--- config.mk ---
export PLATFORM = sky130hd
export DESIGN_NAME = lcd_read_ctrl
export DESIGN_NICKNAME = d
export VERILOG_FILES = /design/src/rtl/lcd_read_ctrl.sv
export SDC_FILE = /design/constraint.sdc
export NUM_CORES = 1
export LEC_CHECK = 0
export CELL_PAD_IN_SITES_DETAIL_PLACEMENT = 0
export CELL_PAD_IN_SITES_GLOBAL_PLACEMENT = 1
export CORE_AREA = 2 2 77 79
export DETAILED_ROUTE_END_ITERATION = 10
export DIE_AREA = 0 0 79 81
export GPL_ROUTABILITY_DRIVEN = 0
export MAX_ROUTING_LAYER = met4
export PLACE_DENSITY_LB_ADDON = 0.25
export SETUP_SLACK_MARGIN = 0.2
export SLEW_MARGIN = 25
export SYNTH_ARGS = -nofsm -noshare
export SYNTH_HDL_FRONTEND = slang
export SYNTH_SLANG_ARGS = --single-unit
export TNS_END_PERCENT = 10
--- constraint.sdc ---
create_clock -name clk -period 3.4 [get_ports clk]
set_input_delay 0.68 -clock clk [delete_from_list [all_inputs] [get_ports clk]]
set_output_delay 0.68 -clock clk [all_outputs]
set_load 0.05 [all_outputs]
--- src/rtl/lcd_read_ctrl.sv ---
// lcd_read_ctrl: HD44780 bus reader generating RS/RW/E read timing, sampling DB, with optional busy-flag polling
module lcd_read_ctrl #(
  parameter int T_AS     = 2,
  parameter int T_EH     = 25,
  parameter int T_EL     = 25,
  parameter int POLL_MAX = 4095
) (
  input  logic       clk,
  input  logic       rst_n,
  input  logic       rd_req,
  input  logic       rd_rs,
  input  logic       poll_busy,
  input  logic [7:0] db_in,
  output logic       lcd_rs,
  output logic       lcd_rw,
  output logic       lcd_e,
  output logic       lcd_db_oe,
  output logic [7:0] rd_data,
  output logic       rd_done,
  output logic       busy_timeout,
  output logic       idle
);
  typedef enum logic [2:0] {IDLE, SETUP, E_HIGH, E_LOW, DONE} state_t;
  localparam logic [15:0] AS_L = 16'(T_AS - 1);
  localparam logic [15:0] EH_L = 16'(T_EH - 1);
  localparam logic [15:0] EL_L = 16'(T_EL - 1);
  localparam logic [11:0] PMAX = 12'(POLL_MAX);
  state_t      state;
  logic [15:0] cnt;
  logic [11:0] pcnt;
  logic        poll_q;
  // Read sequencer; every output is registered alongside the state it belongs to
  always_ff @(posedge clk) begin
    if (!rst_n) begin
      state        <= IDLE;
      cnt          <= '0;
      pcnt         <= '0;
      poll_q       <= 1'b0;
      lcd_rs       <= 1'b0;
      lcd_rw       <= 1'b0;
      lcd_e        <= 1'b0;
      lcd_db_oe    <= 1'b0;
      rd_data      <= 8'h00;
      rd_done      <= 1'b0;
      busy_timeout <= 1'b0;
      idle         <= 1'b1;
    end else begin
      rd_done <= 1'b0;
      case (state)
        IDLE: begin
          if (rd_req) begin
            poll_q       <= poll_busy;
            busy_timeout <= 1'b0;
            pcnt         <= '0;
            cnt          <= '0;
            lcd_db_oe    <= 1'b0;
            lcd_rw       <= 1'b1;
            lcd_rs       <= rd_rs;
            idle         <= 1'b0;
            state        <= SETUP;
          end else begin
            lcd_db_oe <= 1'b1;
          end
        end
        SETUP: begin
          if (cnt == AS_L) begin
            cnt   <= '0;
            lcd_e <= 1'b1;
            state <= E_HIGH;
          end else begin
            cnt <= cnt + 16'd1;
          end
        end
        E_HIGH: begin
          if (cnt == EH_L) begin
            cnt     <= '0;
            rd_data <= db_in;
            lcd_e   <= 1'b0;
            state   <= E_LOW;
          end else begin
            cnt <= cnt + 16'd1;
          end
        end
        E_LOW: begin
          if (cnt == EL_L) begin
            cnt <= '0;
            if (poll_q && rd_data[7] && pcnt != PMAX) begin
              pcnt  <= pcnt + 12'd1;
              state <= SETUP;
            end else begin
              busy_timeout <= poll_q && rd_data[7];
              rd_done      <= 1'b1;
              lcd_rw       <= 1'b0;
              lcd_rs       <= 1'b0;
              state        <= DONE;
            end
          end else begin
            cnt <= cnt + 16'd1;
          end
        end
        DONE: begin
          idle  <= 1'b1;
          state <= IDLE;
        end
        default: state <= IDLE;
      endcase
    end
  end
endmodule

==> impl_metrics.ini <==
[final_layout]
final_nets = 301
syn2layout_area_growth_pct = 19.2
final_util = 0.472
fillerInstances = 582
multi_input_area_sq_um = 1240
layout-drive-gt1-share = 0.0807
register_area_sq_um = 941
antenna_cells = 0

[logic_synthesis]
yosys.area.top_type_share = 0.419
yosysMostFrequentCell = dfxtp_1
mappedNetlistNets = 274
async_reset_ff_frac = 0
ys_warn_count = 0
ys_seq_area_frac = 0.419
ys_seq_elements = 47
syn-cell-area_sq_um = 2240
synth_flop_cell = dfxtp_1
syn_avg_cell_area_sq_um = 8.73
ys_top_cells_by_count = dfxtp_1, nor2_1, nand2_1
yosys.area.top_type = dfxtp_1
synth.area.top_cells = dfxtp_1, nor2_1, mux2i_1
synth_edf_count = 0
ys_types = 45
syn_inst = 257

[global_routing]
antenna_found_initial = 0
overflow = 0
grt_first_pass_wirelength_microns = 7920
grt_start_max_net_pins = 28
grt_pass1_vias = 1738
grt_usage = 0.163

[die]
die-height_microns = 81
ioPinCount = 28
dieArea_sq_um = 6400
rows = 28
initial_core_util = 0.396
fp.coreArea_sq_um = 5680
die_w_microns = 79

[cts]
clock_latency_ns = 0.30
cts.clk_slew.worst_paths_ns = 0.08
cts_hold_buffers = 0
cts_root_buf = clkbuf_8
cts_setup_buffers = 0
cts_buffers = 5
cts_tree = yes
cts.path.max_buffers = 2
postCtsResizedCells = 0
cts.sinks = 47
h-tree-depth = 2

[sta]
fmax_mhz = 387
rsz0062_at_grt = false
report.final.slew_viol_count = 0
period_needed_ns = 2.58
setup_viol_count_final = 0
slew_headroom = 0.643
fin_setup_tns_ns = 0
finalHoldViolCount = 0
finClkSkew_ns = 0.0117
finalCritPeriodShare = 0.760
worstMarginPinSlew_ns = 0.528

[job]
cap_violations = 0

[critical_path]
cp_max_fo = 11
path_class = reg -> reg
start_kind = register
required_ns = 3.57
cp-end-kind = register
arrival_ns = 2.76

[route]
wl_microns = 4680
firstDrtPassIters = 4
routed_via_density = 5.25
via_count = 1889
wl_per_cell_microns = 13.0
antenna_left = 0
drc = 0
drtIter0Drc = 63

[power_and_ir_drop]
leakage_nw = 0.952
p_per_area_nw_per_um2 = 563
vdd_ir_drop_max_mv = 0.230

[place]
dp_hpwl_microns = 3400
port_buffers = 27

[min_path]
hold_class = reg -> reg

[run_status]
status = complete, no violations
power by group:
part           leakage, nW  switching, mW  internal [mW]
clock               0.0422          0.183          0.145
combinational        0.529          0.329          0.197
sequential           0.381         0.0529          0.599
total                0.952          0.565          0.941
cells by family (layout without fill, tap and decap cells):
group	count (synthesis)	in the layout	synth area share
mux	11	11	0.0491
compound gates	43	43	0.128
simple gates	123	123	0.303
fa+ha+maj	4	4	0.0223
buf+inv	16	44	0.0279
xor+xnor	13	13	0.0507
flops	47	47	0.419
flip-flops by register name (all words and copies together), names as in the netlist:
signal / flops
cnt: 16
busy_timeout: 1
state: 3
rd_data: 8
lcd_e: 1
pcnt: 12
lcd_db_oe: 1
lcd_rw: 1
poll_q: 1
lcd_rs: 1
rd_done: 1
idle: 1
per-stage QoR:
stage	power [mW]	hold slack (ns)	area, sq um	setup slack [ns]	instances
2_1_floorplan	1.06	0.443	2240	1.06	257
3_3_place_gp	1.20	0.449	2590	0.769	352
3_5_place_dp	1.20	0.454	2590	0.758	352
4_1_cts	1.52	0.464	2680	0.795	360
5_1_grt	1.61	0.491	2680	0.658	360
6_report	1.51	0.461	2680	0.817	360
placed cells by master (no fill, tap or decap), drive strengths merged, types with 6 or more instances in the layout:
| cell type | n |
|---|---|
| a21oi | 13 |
| nand2 | 21 |
| xor2 | 8 |
| nor2b | 14 |
| or4 | 6 |
| and3 | 6 |
| mux2i | 11 |
| nor2 | 32 |
| clkdlybuf4s50 | 27 |
| o21ai | 11 |
| clkbuf | 7 |
| dfxtp | 47 |
| nand3 | 10 |
per-layer routing:
| layer | share of wire | track usage | wire length (microns) | vias to the layer above |
|---|---|---|---|---|
| li1 | - | - | - | 972 |
| met1 | 0.49 | 0.201 | 2280 | 890 |
| met2 | 0.47 | 0.258 | 2220 | 21 |
| met3 | 0.024 | 0.0400 | 112 | 6 |
| met4 | 0.015 | 0.0621 | 70 | 0 |
| met5 | 0 | - | 0 | - |
final cells by class:
type / count / share of cell area
multi-input cells: 194 / 0.464
flip-flops and latches: 47 / 0.352
repair buffers: 31 / 0.112
well taps: 75 / 0.0351
clock buffers: 7 / 0.0285
inverters: 5 / 0.00701
clock inverters: 1 / 0.00187
critical path, cell delays in order, from the launching register on:
cell	delay, ns
dfxtp_1	0.33
or4_1	0.60
or4_4	0.61
a22oi_4	0.37
nand2_1	0.13
nand2_1	0.33
nor2_1	0.09
worst paths after layout:
path / start / endpoint / slack, ns / depth (start not counted)
hold reg to reg: busy_timeout / busy_timeout / 0.46 / 2
setup reg to reg: cnt[8] / cnt[8] / 0.82 / 6
hold / removal: busy_timeout / busy_timeout / 0.46 / 2
setup / recovery: cnt[8] / cnt[8] / 0.82 / 6
No activity file was read; power rests on OpenSTA's default activity.
